[src/rtl/frame_sequencer.sv]
// Frame sequencer for the serial LED chain: per-pixel read/load/shift,
// calculator handshake and inter-frame gap, with continuous/single-shot modes.
module frame_sequencer #(
   parameter int NUM_PIXELS     = 64,
   parameter int BITS_PER_PIXEL = 24,
   parameter int CYCLES_PER_BIT = 15,
   parameter int GAP_CYCLES     = 1500000
) (
   input  logic                          clk,
   input  logic                          rst,
   input  logic                          enable,
   input  logic                          single_shot,
   input  logic                          frame_req,
   input  logic                          calc_done,
   output logic                          start_calc,
   output logic                          load_sreg,
   output logic                          transmit_pixel,
   output logic [$clog2(NUM_PIXELS)-1:0] pixel,
   output logic                          frame_done,
   output logic                          busy,
   output logic [1:0]                    state_o
);

   localparam int PW        = $clog2(NUM_PIXELS);
   localparam int SHIFT_LEN = BITS_PER_PIXEL * CYCLES_PER_BIT;
   localparam int SW        = $clog2(SHIFT_LEN + 1);
   localparam int GW        = $clog2(GAP_CYCLES + 1);

   localparam logic [1:0] STOP     = 2'b00;
   localparam logic [1:0] TRANSMIT = 2'b01;
   localparam logic [1:0] CALC     = 2'b10;
   localparam logic [1:0] WAIT     = 2'b11;

   localparam logic [1:0] READ  = 2'd0;
   localparam logic [1:0] LOAD  = 2'd1;
   localparam logic [1:0] SHIFT = 2'd2;

   localparam logic [PW-1:0] LAST_PIX   = PW'(NUM_PIXELS - 1);
   localparam logic [SW-1:0] LAST_SHIFT = SW'(SHIFT_LEN - 1);
   localparam logic [GW-1:0] LAST_GAP   = GW'(GAP_CYCLES - 1);

   logic [1:0]    state;
   logic [1:0]    phase;
   logic [SW-1:0] shift_cnt;
   logic [GW-1:0] gap_cnt;
   logic          pending;

   always_ff @(posedge clk) begin
      if (rst) begin
         state      <= STOP;
         phase      <= READ;
         pixel      <= '0;
         shift_cnt  <= '0;
         gap_cnt    <= '0;
         pending    <= 1'b0;
         frame_done <= 1'b0;
         start_calc <= 1'b0;
      end else begin
         frame_done <= 1'b0;
         start_calc <= 1'b0;
         unique case (state)
            STOP: begin
               if (enable && (!single_shot || frame_req || pending)) begin
                  state   <= TRANSMIT;
                  pending <= 1'b0;
               end
            end
            TRANSMIT: begin
               case (phase)
                  READ:    phase <= LOAD;
                  LOAD:    phase <= SHIFT;
                  default: begin
                     if (shift_cnt == LAST_SHIFT) begin
                        shift_cnt <= '0;
                        phase     <= READ;
                        if (pixel == LAST_PIX) begin
                           pixel      <= '0;
                           state      <= CALC;
                           frame_done <= 1'b1;
                           start_calc <= 1'b1;
                        end else begin
                           pixel <= pixel + 1'b1;
                        end
                     end else begin
                        shift_cnt <= shift_cnt + 1'b1;
                     end
                  end
               endcase
            end
            CALC: begin
               if (calc_done) state <= WAIT;
            end
            WAIT: begin
               if (gap_cnt == LAST_GAP) begin
                  gap_cnt <= '0;
                  if (enable && (!single_shot || pending)) begin
                     state   <= TRANSMIT;
                     pending <= 1'b0;
                  end else begin
                     state <= STOP;
                  end
               end else begin
                  gap_cnt <= gap_cnt + 1'b1;
               end
            end
         endcase
         // a request arriving on a restart edge is kept for the next frame
         if (state != STOP && frame_req) pending <= 1'b1;
      end
   end

   assign load_sreg      = (state == TRANSMIT) && (phase == LOAD);
   assign transmit_pixel = (state == TRANSMIT) && (phase == SHIFT);
   assign busy           = (state != STOP);
   assign state_o        = state;

endmodule

[config.mk]
export PLATFORM = sky130hd
export DESIGN_NAME = frame_sequencer
export DESIGN_NICKNAME = d
export VERILOG_FILES = /design/src/rtl/frame_sequencer.sv
export SDC_FILE = /design/constraint.sdc
export NUM_CORES = 1
export LEC_CHECK = 0
export ABC_AREA = 0
export CORE_MARGIN = 2
export CORE_UTILIZATION = 45
export CTS_CLUSTER_DIAMETER = 150
export DETAILED_ROUTE_END_ITERATION = 16
export PLACE_DENSITY = 0.74
export SLEW_MARGIN = 25
export SYNTH_ARGS = -nofsm -noshare
export SYNTH_HDL_FRONTEND = slang
export SYNTH_SLANG_ARGS = --single-unit
export TNS_END_PERCENT = 1
[constraint.sdc]
create_clock -name clk -period 2.6 [get_ports clk]
set_clock_uncertainty 0.1 [all_clocks]
set_input_delay 0.52 -clock clk [delete_from_list [all_inputs] [get_ports clk]]
set_output_delay 0.52 -clock clk [all_outputs]
set_load 0.005 [all_outputs]
### After elaboration in Yosys (flattened, before gate mapping)

Cells that the tools add are included.
W data, S select, Z words.

| word-level totals | value |
|---|---|
| bits in registers | 42 |
| bits in latches | 0 |
| bits in writable memories | 0 |
| ROM bits | 0 |
| output and inout port bits | 13 |
| word-level logic and storage cells | 70 |
| memories | 0 |

| cells by class | value |
|---|---|
| $add $sub $neg | 3 |
| $mul | 0 |
| div/mod/pow operators | 0 |
| order comparisons | 0 |
| equal/unequal tests | 17 |
| shifts and indexed selects | 0 |
| multiplexer cells | 19 |
| bitwise logic cells | 3 |
| reduce and logical (&&, ||, !) cells | 21 |

Operator list:

| operator | count |
|---|---|
| $add A21 B1 Y21 const B | 1 |
| $eq A21 B21 Y1 const B | 1 |
| $mux W21 | 1 |
| $mux W2 | 7 |
| $ne A2 B2 Y1 const B | 6 |
| $add A9 B1 Y9 const B | 1 |
| $eq A9 B9 Y1 const B | 1 |
| $mux W9 | 1 |
| $ne A3 B3 Y1 const B | 3 |
| $pmux W2 S4 | 1 |
| $add A6 B1 Y6 const B | 1 |
| $eq A2 B2 Y1 const B | 3 |
| $eq A6 B6 Y1 const B | 1 |
| $mux W1 | 6 |
| $mux W6 | 1 |
| $reduce_and A6 Y1 | 1 |
| $reduce_bool A3 Y1 | 2 |
| $logic_and A1 B1 Y1 | 5 |
| $reduce_or A5 Y1 | 1 |
| $eq A2 B1 Y1 const B | 2 |
| $logic_not A2 Y1 | 2 |
| $pmux W2 S2 | 1 |
| $reduce_and A2 Y1 | 2 |
| $reduce_and A4 Y1 | 1 |
| other kinds (7) | 11 |

### Longest topological paths before layout

Gate-level depths: netlist (run 1).

| depth | value |
|---|---|
| word-level depth | 7 |
| mapped depth | 8 |
| mapped depth without buffers | 7 |

### Least setup slack after synthesis (run 1)

OpenSTA, ideal clock, no wires.

| timing path | value |
|---|---|
| kind | reg-to-reg |
| start point | register shift_cnt[3] |
| end point | register state[0] (netlist: state_o[0]) |
| arrival | 2230 ps |
| required time | 2413 ps |
| slack | 183 ps |
| stages on the path, launching flop included | 6 |
| buffers on the path | 0 |
| clock period less this slack | 2417 ps |
| cell sequence | dfxtp_1 or4b_4 or4_1 a221o_1 or4_1 o31ai_1 |

| between the ends | value |
|---|---|
| word-level cells in the longest chain between the ends | 3 |

RTL lines:

| element | RTL line | source |
|---|---|---|
| start: declaration | 44 | `logic [SW-1:0] shift_cnt;` |
| start signal: assignment | 85 | `shift_cnt <= shift_cnt + 1'b1;` |
| $eq A9 B9 Y1 | 73 | `if (shift_cnt == LAST_SHIFT) begin` |
| $ne A2 B2 Y1 (no source line) | n/a |  |
| $reduce_and A6 Y1 (no source line) | n/a |  |
| end signal: assignment | 78 | `state <= CALC;` |
| end signal: assignment | 91 | `if (calc_done) state <= WAIT;` |
| end signal: assignment | 97 | `state <= TRANSMIT;` |
| end: declaration | 42 | `logic [1:0] state;` |

Every way passes these cells.
A chain may end at the register's enable or synchronous reset.

### Worst setup path after layout (run 1)

Same ends and word-level chain as after synthesis.

==> results of run 1 <==
metal layers:
metal	global-route usage	wire [um]
met1	0.2117	1851
met2	0.2690	1834
met3	0.03846	127
met4	0.06918	46
met5	0	0
cell type report:
| cell class | count | area [sq um] | area share |
|---|---|---|---|
| Multi-Input combinational cell | 183 | 1116 | 0.4660 |
| Sequential cell | 42 | 842.1 | 0.3516 |
| Timing Repair Buffer | 24 | 225.2 | 0.09404 |
| Clock buffer | 6 | 82.58 | 0.03448 |
| Tap cell | 52 | 65.06 | 0.02717 |
| Inverter | 9 | 33.78 | 0.01411 |
| Clock inverter | 1 | 30.03 | 0.01254 |
worst paths after layout:
path	to	slack (ps)
max	state_o[0]	40
min	shift_cnt[1]	380
max reg2reg	state_o[0]	40
min reg2reg	shift_cnt[1]	380
timing repair:
action / 4_1_cts / 5_1_grt
buffers inserted: 0 / 1
endpoints found under the setup margin: 0 / 1
resized for setup: 0 / 1
power by group through the flow:
stage	Combinational (mW)	Clock, mW	Sequential, mW
after global placement	0.233	0	0.714
after global routing	0.287	0.567	0.705
after CTS	0.241	0.541	0.699
after detailed placement	0.239	0	0.713
after floorplan	0.152	0	0.706
final	0.256	0.533	0.698
cell usage in the layout (no fill, tap or decap), types with 2 or more instances in the layout:
| master | n |
|---|---|
| nor3_1 | 11 |
| o31ai_1 | 2 |
| nor2_1 | 45 |
| o21ai_0 | 3 |
| clkbuf_8 | 6 |
| dfxtp_1 | 41 |
| nand3_1 | 12 |
| and2_1 | 4 |
| buf_4 | 6 |
| and3_1 | 4 |
| clkdlybuf4s50_1 | 18 |
| and4_1 | 2 |
| nor4_1 | 4 |
| or4_1 | 2 |
| ha_1 | 7 |
| nand2_1 | 20 |
| nand4_1 | 9 |
| xor2_1 | 13 |
| xnor2_1 | 19 |
| inv_1 | 9 |
| nand2b_1 | 3 |
| a21oi_1 | 7 |
cells by family after synthesis:
group                      share of synthesized area
AOI/OAI and AO/OA                            0.06663
DFF                                           0.4146
xor gates and xnor gates                      0.1382
and+or+nand+nor                               0.2973
buffers and inverters                        0.03516
adders and majority gates                    0.04318
muxes                                       0.004935
sequential cells by signal, indices dropped and copies added, names as in the netlist:
signal,flops
gap_cnt,21
shift_cnt,9
pixel,6
phase,2
state_o,2
frame_done,1
pending,1
worst max-delay path: stages (launching register included):
cell,delay (ps)
dfxtp_2,350
or4b_4,550
or4_1,530
a221o_1,380
or4_1,490
o31ai_1,90
stage by stage:
stage | instance area, sq um | std cells
after floorplan | 2028 | 243
after global placement | 2273 | 309
after detailed placement | 2273 | 309
after CTS | 2386 | 316
after global routing | 2395 | 317
final | 2395 | 317
==> results.json, run 1 <==
{
  "wire_per_inst_um": 12.17,
  "rsz0062_at_grt": "no",
  "p_int_mw": 1.107,
  "grt_pass1_wl_um": 6693,
  "grt_usage": 0.1656,
  "clk_pin_slew_ps": 80,
  "fin_util": 0.5500,
  "postCtsHoldBufs": 0,
  "yosys_warnings": 0,
  "hold-worst-slack_ps": 379.8,
  "timing.rr.start": "shift_cnt[3]",
  "placeableCoreArea_sq_mm": 0.004354,
  "fp.dieW_um": 71.14,
  "hold-path-cell-count": 2,
  "die_y_um": 71.14,
  "synth.most_common_cell": "nor2_1",
  "critPathKind": "reg -> reg",
  "syn2layout_area_growth_pct": 18.08,
  "synthDistinctLibCells": 37,
  "synthFlopType": "dfxtp_1",
  "p_leak_nw": 0.8416,
  "antenna_found_initial": 0,
  "drv_cap": 0,
  "drive_gt1_frac": 0.06792,
  "synth_top_cell_by_area": "dfxtp_1",
  "gp_congestion": 0.7711,
  "ant_nets": 0,
  "start_util": 0.4658,
  "vias_per_cell": 5.237,
  "yosysSeqAreaShare": 0.4146,
  "syn_inst": 243,
  "num_vias": 1660,
  "grt_start_max_net_pins": 20,
  "critPathLaunch": "shift_cnt[3]",
  "post-route-period-util": 0.9846,
  "swShare": 0.2558,
  "ys_async_sr_fraction": 0,
  "synth_fp_nets": 256,
  "ys_top_cells_by_count": "nor2_1 (45), dfxtp_1 (42), nand2_1 (20)",
  "finalPower_mw": 1.488,
  "hpwlAfterDp_um": 2652,
  "drt_wl_total_um": 3859,
  "power.density_mw_per_mm2": 621.2,
  "cp.required_ps": 2710,
  "dp_slack_ps": 61.30,
  "synth_edf_count": 0,
  "cts.sinks": 42,
  "max_freq_ghz": 0.3906,
  "cts_buffer_depth": 2,
  "crit_path_end_kind": "register",
  "crit_path_start_kind": "register",
  "drtPass1Iterations": 4,
  "setup_viol": 0,
  "grt_pass1_vias": 1518,
  "setup_ws_ps": 40.03,
  "cts_buffers": 5,
  "r2r_cells": 5,
  "hold_path.startpoint": "shift_cnt[1]",
  "slew_violations": 0,
  "synthTopCellsByArea": "dfxtp_1 (41%), nor2_1 (8.3%), xnor2_1 (8.2%)",
  "p_comb_frac": 0.172,
  "relSlewSlack": 0.7524,
  "cp.arrival_ps": 2670,
  "fillCellCount": 410,
  "p_clk_frac": 0.358,
  "dieArea_sq_mm": 0.005060,
  "outcome": "complete, no violations",
  "portBuffers": 18,
  "cts_tree": "built",
  "min_period_ps": 2560,
  "rows": 24,
  "syn_area_sq_mm": 0.002028,
  "ios": 19,
  "drc": 0,
  "cp_max_fo": 4,
  "p_sw_mw": 0.3806,
  "antenna_cells": 0,
  "grt_overflow": 0,
  "drt_iter0_drc": 115,
  "cts_root_buf": "clkbuf_8",
  "setup_tns_ps": 0,
  "worstHoldPathType": "reg -> reg",
  "synth_top_cell_area_share": 0.4146,
  "ir_drop_mv": 0.4339,
  "fin_nets": 278,
  "final_hold_viol_count": 0,
  "avgSynthCellArea_sq_um": 8.346,
  "htree_num_levels": 2,
  "tightestPinTransition_ps": 367.9,
  "pwr-share-seq": 0.469,
  "clkLatencyLatePin_ps": 300,
  "synth_seq_cells": 42
}
Note: power is estimated with default switching activity, not from simulation.
==> run 2, diff against run 1 <==
--- a/config.mk
+++ b/config.mk
@@ -11,6 +11,7 @@
 export CTS_CLUSTER_DIAMETER = 150
 export DETAILED_ROUTE_END_ITERATION = 16
 export PLACE_DENSITY = 0.74
+export SKIP_CTS_REPAIR_TIMING = 1
 export SLEW_MARGIN = 25
 export SYNTH_ARGS = -nofsm -noshare
 export SYNTH_HDL_FRONTEND = slang
==> results of run 2 <==
No change in the layout: final DEF, timing and power equal those of run 1.
==> run 3, diff against run 2 <==
--- a/config.mk
+++ b/config.mk
@@ -5,12 +5,12 @@
 export SDC_FILE = /design/constraint.sdc
 export NUM_CORES = 1
 export LEC_CHECK = 0
-export ABC_AREA = 0
+export ABC_AREA = 1
 export CORE_MARGIN = 2
 export CORE_UTILIZATION = 45
 export CTS_CLUSTER_DIAMETER = 150
 export DETAILED_ROUTE_END_ITERATION = 16
-export PLACE_DENSITY = 0.74
+export PLACE_DENSITY = 0.73
 export SKIP_CTS_REPAIR_TIMING = 1
 export SLEW_MARGIN = 25
 export SYNTH_ARGS = -nofsm -noshare
==> results.json, run 3 <==
{
  "setup_ws_ps": 179.6,
  "routed.top_layer": "met4",
  "rows": 26,
  "cp.required_ps": 1980,
  "hold_path.startpoint": "shift_cnt[5]",
  "drv_cap": 0,
  "routed-wl-met3_um": 190,
  "portBuffers": 18,
  "slowest_delay_ps": 500,
  "ys_async_sr_fraction": 0,
  "final_area_sq_mm": 0.002650,
  "rr_endpoint": "gap_cnt[6]",
  "dp_slack_ps": 475.2,
  "cts_buffers": 5,
  "max_freq_ghz": 0.4132,
  "drtPass1Iterations": 4,
  "cts.sinks": 42,
  "ys_top_cells_by_count": "nand2_1 (70), nor2_1 (61), inv_1 (43)",
  "synth_top_cell_by_area": "dfxtp_1",
  "drt_wl_total_um": 4617,
  "hpwlAfterDp_um": 3507,
  "clk_pin_slew_ps": 80,
  "slew_violations": 0,
  "avgSynthCellArea_sq_um": 6.780,
  "clkLatencyLatePin_ps": 300,
  "fp.dieW_um": 75.47,
  "cp_cell_sequence": "inv_1, ha_2, nand2_1, inv_1, nand2_1, inv_1, clkdlybuf4s50_1",
  "cp_max_fo": 5,
  "ir_drop_mv": 0.4736,
  "synth_edf_count": 0,
  "timing.rr.start": "state_o[0]",
  "p_clk_frac": 0.284,
  "drt_iter0_drc": 95,
  "grt_overflow": 0,
  "synth-simple-area-share": 0.3827,
  "post-route-period-util": 0.9309,
  "crit_path_start_kind": "register",
  "regMostFlops": "gap_cnt",
  "synthAdderAreaFrac": 0.03811,
  "ant_nets": 0,
  "yosysSeqAreaShare": 0.3658,
  "antenna_cells": 0,
  "cts_root_buf": "clkbuf_8",
  "ios": 19,
  "layout_commonest_cell": "nand2_1",
  "layout.cells.most_common_list": "nand2_1 (70), nor2_1 (61), inv_1 (43)",
  "min_period_ps": 2420,
  "wl_met2_um": 2215,
  "stdcell_count": 433,
  "synth.most_common_cell": "nand2_1",
  "syn_area_sq_mm": 0.002298,
  "outcome": "complete, no violations",
  "cp_common_cell": "inv_1",
  "synth_mux_area_frac": 0,
  "htree_num_levels": 2,
  "pwr-share-seq": 0.474,
  "num_vias": 2108,
  "grt_start_max_net_pins": 14,
  "swShare": 0.3146,
  "die_y_um": 75.47,
  "yosys_warnings": 0,
  "synth_top_cell_area_share": 0.3658,
  "dieArea_sq_mm": 0.005696,
  "gp_congestion": 0.9204,
  "dp.cells": 425,
  "crit_path_end_kind": "primary output",
  "grt_usage": 0.1808,
  "cts_buffer_depth": 2,
  "hold-worst-slack_ps": 379.4,
  "p_sw_mw": 0.4675,
  "grt_pass1_vias": 1889,
  "min_delay_worst_endpoint": "shift_cnt[5]",
  "regToRegSetupSlack_ps": 780,
  "worstHoldPathType": "reg -> reg",
  "setup_viol": 0,
  "synthTopCellsByArea": "dfxtp_1 (37%), nand2_1 (11%), nor2_1 (10%)",
  "rsz0062_at_grt": "no",
  "drc": 0,
  "wire_per_inst_um": 10.66,
  "p_leak_nw": 1.035,
  "synth_seq_cells": 42,
  "p_comb_frac": 0.242,
  "fin_util": 0.5290,
  "r2r_cells": 6,
  "cts_tree": "built",
  "drt-met1-wl_um": 2173,
  "syn2layout_area_growth_pct": 15.30,
  "largest_reg_flops": 21,
  "syn_inst": 339,
  "synth_top_family_by_area": "simple AND/OR/NAND/NOR gates",
  "finalPower_mw": 1.486,
  "postPlaceCellArea_sq_mm": 0.002561,
  "synth_fp_nets": 352,
  "relSlewSlack": 0.6888,
  "start_util": 0.4588,
  "drive_gt1_frac": 0.09366,
  "critPathKind": "reg -> out",
  "placeableCoreArea_sq_mm": 0.005010,
  "grt_pass1_wl_um": 7935,
  "final_hold_viol_count": 0,
  "synth-xor-area-share": 0.05335,
  "synthDistinctLibCells": 29,
  "p_int_mw": 1.019,
  "power.density_mw_per_mm2": 560.8,
  "vias_per_cell": 4.868,
  "cp.arrival_ps": 1800,
  "reg_top3": "gap_cnt x21, shift_cnt x9, pixel x6",
  "tightestPinTransition_ps": 465.0,
  "antenna_found_initial": 0,
  "synthFlopType": "dfxtp_1",
  "setup_tns_ps": 0,
  "hold-path-cell-count": 2,
  "cp_slowest_cell": "clkdlybuf4s50_1",
  "synth_compound_area_frac": 0.07621,
  "fin_nets": 375
}
==> run 3: cell type report <==
type,instances,area (sq um)
timing repair buffer,20,195.2
tap,70,87.58
multi-input combinational,247,1267
sequential,42,840.8
clock buffer,6,72.57
fill,518,2360
clock inverter,2,13.76
inverter,46,172.7
==> run 3: worst max-delay path: cells and delay by family, from the launching register on <==
| kind | cells | cell delay, ps |
|---|---|---|
| flip-flops | 1 | 360 |
| AND/OR/NAND/NOR | 2 | 140 |
| buffers and inverters | 4 | 750 |
| adder cells (fa/ha/maj) | 1 | 250 |
==> run 3: worst max path at each step <==
stage                from         to  cells after the start
4_1_cts        state_o[1]  load_sreg                      7
3_3_place_gp   state_o[1]  load_sreg                      7
2_1_floorplan  state_o[1]  load_sreg                      6
6_report       state_o[1]  load_sreg                      7
3_5_place_dp   state_o[1]  load_sreg                      7
5_1_grt        state_o[1]  load_sreg                      7
==> run 3: kinds of logic after synthesis <==
family,count (synthesis)
and+or+nand+nor,191
buffers and inverters,50
DFF,42
AOI/OAI and AO/OA,35
xor gates and xnor gates,14
adders and majority gates,7
==> run 3: routing by layer <==
layer / vias up / track usage
met2: 33 / 0.3198
met1: 954 / 0.2078
met4: 0 / 0.05653
li1: 1116 / -
met3: 5 / 0.05688
met5: - / 0
==> run 3: power groups by stage <==
stage | registers [mW] | logic [mW] | clock network, mW
after floorplan | 0.716 | 0.238 | 0
after global placement | 0.718 | 0.353 | 0
after detailed placement | 0.719 | 0.354 | 0
after CTS | 0.704 | 0.357 | 0.440
after global routing | 0.709 | 0.414 | 0.463
final | 0.704 | 0.359 | 0.423
